==> src/rtl/tree_adder_accum_ctrl.sv <==
// Chunked reduction sequencer around a shared LANES-wide tree adder.
// Streams chunks in, accumulates tree sums, returns a 32-bit result.

module binary_tree_adder #(
  parameter int LANES = 8,
  parameter int P     = 8,
  localparam int TW   = P + $clog2(LANES)
) (
  input  logic [P-1:0]  data_i [LANES],
  input  logic          signed_i,
  output logic [TW-1:0] sum_o
);

  localparam int EXT = TW - P;

  logic [TW-1:0] v [LANES];

  // Extend leaves to full width, then fold pairs level by level in place
  always_comb begin
    for (int i = 0; i < LANES; i++) begin
      if (signed_i)
        v[i] = {{EXT{data_i[i][P-1]}}, data_i[i]};
      else
        v[i] = {{EXT{1'b0}}, data_i[i]};
    end
    for (int w = LANES / 2; w >= 1; w = w / 2) begin
      for (int j = 0; j < w; j++) begin
        v[j] = v[2*j] + v[2*j+1];
      end
    end
    sum_o = v[0];
  end

endmodule

module tree_adder_accum_ctrl #(
  parameter int LANES = 8,
  parameter int P     = 8,
  parameter int CNT_W = 16
) (
  input  logic             clk,
  input  logic             rst,
  input  logic             start_i,
  input  logic [CNT_W-1:0] num_chunks_i,
  input  logic             signed_i,
  output logic             busy_o,
  input  logic             in_valid_i,
  output logic             in_ready_o,
  input  logic [P-1:0]     in_data_i [LANES],
  output logic             out_valid_o,
  input  logic             out_ready_i,
  output logic [31:0]      out_sum_o
);

  localparam int TW = P + $clog2(LANES);

  generate
    if (LANES < 2 || (LANES & (LANES - 1)) != 0) begin : g_bad_lanes
      $fatal(1, "LANES must be a power of 2 and >= 2");
    end
    if (TW + CNT_W > 32) begin : g_bad_width
      $fatal(1, "P + clog2(LANES) + CNT_W must not exceed 32");
    end
  endgenerate

  typedef enum logic [1:0] {
    IDLE,
    ACCUM,
    DRAIN,
    DONE
  } state_t;

  state_t state, nstate;

  logic [CNT_W-1:0] cnt;
  logic             sgn;
  logic [TW-1:0]    stage;
  logic             stage_v;
  logic [31:0]      acc;
  logic [TW-1:0]    tree_sum;
  logic [31:0]      stage_ext;
  logic             xfer;

  binary_tree_adder #(
    .LANES (LANES),
    .P     (P)
  ) u_tree (
    .data_i   (in_data_i),
    .signed_i (sgn),
    .sum_o    (tree_sum)
  );

  assign busy_o      = (state != IDLE);
  assign in_ready_o  = (state == ACCUM);
  assign out_valid_o = (state == DONE);
  assign out_sum_o   = (state == DONE) ? acc : '0;
  assign xfer        = in_valid_i & in_ready_o;

  // Widen the staged chunk sum according to the job's signedness
  always_comb begin
    if (sgn)
      stage_ext = {{(32-TW){stage[TW-1]}}, stage};
    else
      stage_ext = {{(32-TW){1'b0}}, stage};
  end

  // State register
  always_ff @(posedge clk or posedge rst) begin
    if (rst)
      state <= IDLE;
    else
      state <= nstate;
  end

  // Next-state decode
  always_comb begin
    nstate = state;
    unique case (state)
      IDLE: begin
        if (start_i)
          nstate = (num_chunks_i == '0) ? DONE : ACCUM;
      end
      ACCUM: begin
        if (xfer && cnt == CNT_W'(1))
          nstate = DRAIN;
      end
      DRAIN: begin
        nstate = DONE;
      end
      DONE: begin
        if (out_ready_i)
          nstate = IDLE;
      end
      default: begin
        nstate = IDLE;
      end
    endcase
  end

  // Job config, chunk counter, stage register and accumulator
  always_ff @(posedge clk or posedge rst) begin
    if (rst) begin
      cnt     <= '0;
      sgn     <= 1'b0;
      stage   <= '0;
      stage_v <= 1'b0;
      acc     <= '0;
    end else begin
      unique case (state)
        IDLE: begin
          if (start_i) begin
            cnt     <= num_chunks_i;
            sgn     <= signed_i;
            acc     <= '0;
            stage_v <= 1'b0;
          end
        end
        ACCUM: begin
          if (stage_v)
            acc <= acc + stage_ext;
          if (xfer) begin
            stage   <= tree_sum;
            stage_v <= 1'b1;
            cnt     <= cnt - CNT_W'(1);
          end else begin
            stage_v <= 1'b0;
          end
        end
        DRAIN: begin
          if (stage_v)
            acc <= acc + stage_ext;
          stage_v <= 1'b0;
        end
        DONE: begin
          stage_v <= 1'b0;
        end
        default: begin
          stage_v <= 1'b0;
        end
      endcase
    end
  end

endmodule

==> config.mk <==
export PLATFORM = sky130hd
export DESIGN_NAME = tree_adder_accum_ctrl
export DESIGN_NICKNAME = d
export VERILOG_FILES = /design/src/rtl/tree_adder_accum_ctrl.sv
export SDC_FILE = /design/constraint.sdc
export NUM_CORES = 1
export LEC_CHECK = 0
export ABC_AREA = 1
export CAP_MARGIN = 20
export CORE_ASPECT_RATIO = 0.6
export CORE_UTILIZATION = 40
export CTS_BUF_LIST = sky130_fd_sc_hd__clkbuf_4
export CTS_CLUSTER_DIAMETER = 120
export DETAILED_ROUTE_END_ITERATION = 8
export HOLD_SLACK_MARGIN = 0.03
export PLACE_DENSITY = 0.69
export SKIP_CTS_REPAIR_TIMING = 1
export SKIP_LAST_GASP = 1
export SLEW_MARGIN = 20
export SYNTH_ARGS = -nofsm -noshare
export SYNTH_HDL_FRONTEND = slang
export SYNTH_HIERARCHICAL = 1
export SYNTH_SLANG_ARGS = --single-unit
export TNS_END_PERCENT = 10
==> constraint.sdc <==
create_clock -name clk -period 5.55 [get_ports clk]
set_input_delay 0.555 -clock clk [delete_from_list [all_inputs] [get_ports clk]]
set_output_delay 0.555 -clock clk [all_outputs]
set_load 0.1 [all_outputs]
Word-level counts from Yosys, hierarchy flattened
Cells that the tools add are included.
Storage, ports and cells
  register bits: 63
  bits in latches: 0
  RAM bits: 0
  memory bits (read-only): 0
  input port bits: 86
  output and inout port bits: 35
  logic and storage cells: 62
  memories: 0
Operators by class
  add/sub/neg operators: 9
  multiply operators: 0
  divide/modulo/power cells: 0
  $lt $le $gt $ge: 0
  equality and inequality tests: 9
  shifts and indexed selects: 0
  multiplexer cells: 24
  bitwise logic cells: 1
  reduce and logical (&&, ||, !) cells: 13
Operators with widths (number)
  32-bit 2-to-1 mux: 4
  11-bit 2-to-1 mux: 8
  11-bit adder: 7
  32-bit case mux with 2 select lines: 1
  32-bit adder: 1
  16-bit 2-to-1 mux: 2
  16-bit case mux with 2 select lines: 1
  16-bit by 1-bit equality test with 1-bit output (second input constant): 1
  16-bit logical NOT: 1
  16-bit by 1-bit subtractor with 16-bit output (second input constant): 1
  3-bit AND reduction: 3
  2-bit 2-to-1 mux: 4
  2-bit by 1-bit != test with 1-bit output (second input constant): 4
  2-bit case mux with 4 select lines: 1
  2-bit nonzero test: 3
  2-bit equality test (second input constant): 2
  2-bit AND reduction: 2
  2-bit OR reduction: 2
  1-bit case mux with 3 select lines: 1
  2-bit by 1-bit equality test with 1-bit output (second input constant): 1
  2-bit logical NOT: 1
  1-bit 2-to-1 mux: 2
  2-bit != test (second input constant): 1
  1-bit AND: 1
  1-bit logical AND: 1

Logic depth before layout (Yosys ltp)
  depth in word-level cells: 5
  depth in mapped cells: 20
  depth with buffers taken out: 19

Hierarchy
Netlist, hierarchy kept.
By module, submodules not included
  tree_adder_accum_ctrl: instances 1, cells each 920, area each 5640.4 um^2, seq. area each 1576.5 um^2
  binary_tree_adder: instances 1, cells each 276, area each 2109.5 um^2, seq. area each 0.0 um^2

Worst setup path after synthesis
Ideal clock, no wire load.
  path kind: input port to flip-flop
  start: in in_data_i[2] (netlist name)
  end: reg stage[8]
  library setup time: 0.066 ns
  data arrival time: 3.967 ns
  required time: 5.484 ns
  path slack: 1.517 ns
  stages on the path: 16
  buffers on the path: 0
  cells stage by stage: inv_1 -> fa_1 -> inv_1 -> fa_1 -> fa_1 -> inv_1 -> fa_1 -> inv_1 -> ha_1 -> fa_1 -> nand3_1 -> nand2_2 -> a21oi_2 -> xor2_1 -> nand2_1 -> nand2_1
Between the ends
  word-level cells in the longest chain between the ends: 4
Ends and longest elaborated chain
  from (decl): RTL line 49  | input logic [P-1:0] in_data_i [LANES],
  11-bit 2-to-1 mux: RTL line 21  | if (signed_i)
  11-bit adder (3 in a row): RTL line 28  | v[j] = v[2*j] + v[2*j+1];
  net tree_sum[8]: RTL line 80  | logic [TW-1:0] tree_sum;
  to (signal assigned): RTL line 162  | stage <= tree_sum;
  to (decl): RTL line 77  | logic [TW-1:0] stage;
The timed path passes the listed nets, and every way through them passes these cells.
A chain may end at the register's enable or synchronous reset.

Worst setup path in the final report
Same ends and word-level chain as after synthesis.

==> results.toml <==
[synthesis]
synth.net_count = 1367
syn_avg_cell_area_sq_um = 6.48
synth_most_common_cell = "nand2_1"
ys_types = 48
ys_warn_count = 6
synth-xor-area-share_pct = 1.58
seq_area_frac_synth_pct = 20.3
synth_top_family_by_area = "simple AND/OR/NAND/NOR gates"
yosys.area_share.simple_pct = 32.5
synth_compound_area_share_pct = 9.23
syn_inst = 1196
ys_async_sr_fraction_pct = 100
ys_ff_latch = 63
synth_edf_count = 0
synth_area_sq_um = 7750
ys_top_cells_by_count = "nand2_1, inv_1, nand3_1"
synth_flop_cell = "dfrtp_1"
synthTopCellsByArea = "dfrtp_1, nand2_1, fa_1"
synth_adder_area_share_pct = 19.1
synth_top_area_cell = "dfrtp_1"
synth_mux_area_share_pct = 0.274
synth_top_area_share_pct = 20.3

[drt]
wl_per_cell_um = 13.9
ant_nets = 0
wl_met3_um = 1930
wl_met2_um = 8010
drt_iter0_drc = 614
wl_um = 21600
top_layer = "met4"
wl_met1_um = 11600
vias = 7522
viasPerCell = 4.83
first_pass_iters = 5
drc = 0

[global_route]
grt_pass1_vias = 6980
gr-total-overflow = 0
grt_pass1_wl_um = 36100
grt_max_degree = 64
grt_use_total_pct = 23.2
antenna_found_initial = 0

[sta]
slew_violations = 0
min_period_over_period_pct = 76.5
worst_pin_slew_ns = 1.05
finalHoldViolations = 0
rsz0062_at_grt = "no"
fin_crit_ns = 4.25
fmax_mhz = 236
fin_setup_tns_ns = 0
fin_skew_ns = 0.0166
slew_headroom_pct = 29.9
final-setup-viol-count = 0

[floorplanning]
ioPinCount = 121
die_x_um = 182
rows = 39
start_util_pct = 40.8
coreArea_sq_um = 19000
fp.dieH_um = 110
dieArea_sq_um = 20000

[place]
dp_hpwl_um = 17600
placed_area_sq_um = 9130
portBuffers = 120
dpl.cell_count = 1542
gp_congestion = 0.960

[pwr]
p_sw_mw = 3.06
p_int_mw = 2.22
vdd_ir_drop_max_mv = 0.472
pwr-share-seq_pct = 16.9
p_leak_nw = 5.23
p_sw_share_pct = 58.0
power_density_nw_per_um2 = 569
p_comb_share_pct = 76.3
p_clk_share_pct = 6.7

[layout]
finish.utilization_pct = 48.8
area.sequential_sq_um = 1580
n_antenna_cell = 0
multiInputGateArea_sq_um = 4860
synthToLayoutAreaGrowth_pct = 19.6
final_design_area_no_fill_sq_um = 9270
drive_gt1_share_pct = 6.56
fin_cells = 1557
nets = 1478
fillCellCount = 1908

[setup_path]
cp_slowest_stage_delay_ns = 0.54
worstPathCellList = "clkdlybuf4s50_1 > inv_1 > fa_1 > inv_1 > fa_1 > fa_1 > inv_1 > fa_1 > inv_1 > ha_1 > fa_1 > nand3_1 > nand2_2 > a21oi_2 > xor2_1 > nand2_1 > nand2_1"
cp-start-kind = "input pin"
end_kind = "flip-flop"
crit_arrival_ns = 4.61
criticalPathCategory = "in -> reg"
crit_top_cell = "fa_1"
required_ns = 5.91
path_max_fanout = 3
slowest_stage = "fa_1"

[cts]
clk_transition_reported_paths_ns = 0.11
clock-sinks = 63
root_buffer = "clkbuf_4"
cts_tree = "built"
clockBufferDepth = 2
cts-buffers-inserted = 9
clock_latency_ns = 0.42
htreeDepth = 3

[job]
maxCapViolCount = 0

[status]
status = "completed"

[min_path]
hp-class = "reg -> reg"
-- power groups by stage --
stage	Sequential (mW)	Clock, mW	Combinational (mW)
2_1_floorplan	0.810	0	3.20
3_3_place_gp	0.893	0	3.90
3_5_place_dp	0.894	0	3.98
4_1_cts	0.888	0.366	4.00
5_1_grt	0.925	0.385	4.60
6_report	0.893	0.356	4.02
-- layer usage --
metal / vias up / track usage, %
met1: 3448 / 37.0
met2: 240 / 31.9
met4: 0 / 2.91
met5: - / 0
li1: 3825 / -
met3: 9 / 5.00
-- layout by cell type (no fill, tap or decap), types with 3 or more instances in the layout --
cell type / n
a21oi_1: 33
a21oi_2: 6
a41oi_1: 5
buf_4: 5
clkbuf_4: 9
clkdlybuf4s50_1: 120
clkinv_1: 7
dfrtp_1: 63
fa_1: 56
ha_1: 29
inv_1: 283
inv_2: 15
nand2_1: 361
nand2_2: 21
nand2_4: 7
nand3_1: 91
nand4_1: 6
nor2_1: 69
nor2_2: 11
nor3_1: 3
nor4_1: 4
o211ai_1: 3
o21ai_0: 42
o21ai_1: 10
o21bai_1: 5
o22ai_1: 6
xor2_1: 12
-- worst paths after layout --
check,start,to,slack [ns],cells past startpoint
max,in_data_i[2],stage[8],1.30,17
min in group asynchronous,rst,acc[30],0.68,3
max reg2reg,sgn,stage[10],1.52,17
min,stage_v,stage_v,0.50,2
min reg2reg,stage_v,stage_v,0.50,2
max in group asynchronous,rst,acc[8],4.30,3
-- worst max-delay path: cells and delay by family --
kind / cells / cell delay [ns]
fa+ha+maj: 6 / 2.75
buf+inv: 5 / 0.66
simple gates: 4 / 0.36
xor+xnor: 1 / 0.15
compound gates: 1 / 0.14
-- final cells by class --
cell class / count / area share (%)
clock buffer: 9 / 0.729
clock inverter: 6 / 0.823
inverter: 303 / 12.3
multi-input combinational: 805 / 52.4
sequential: 63 / 17.0
tap: 246 / 3.32
timing repair buffer: 125 / 13.4
-- cell families (layout without fill, tap and decap cells) --
family          after synthesis  in the layout
mux                           2              2
flops                        63             63
buf+inv                     328            443
xor+xnor                     14             14
fa+ha+maj                    85             85
simple gates                582            582
compound gates              122            122
-- sequential cells by signal, indices dropped and copies added (netlist names) --
signal	flops
stage_v	1
cnt	16
acc	32
state	2
sgn	1
stage	11
-- through the flow --
stage / worst slack [ns] / power [mW] / hold slack (ns)
2_1_floorplan: 1.52 / 4.01 / 0.450
3_3_place_gp: 0.899 / 4.79 / 0.472
3_5_place_dp: 0.863 / 4.87 / 0.473
4_1_cts: 1.30 / 5.26 / 0.497
5_1_grt: 1.10 / 5.91 / 0.531
6_report: 1.30 / 5.27 / 0.500
Note: power is estimated with default switching activity, not from simulation.
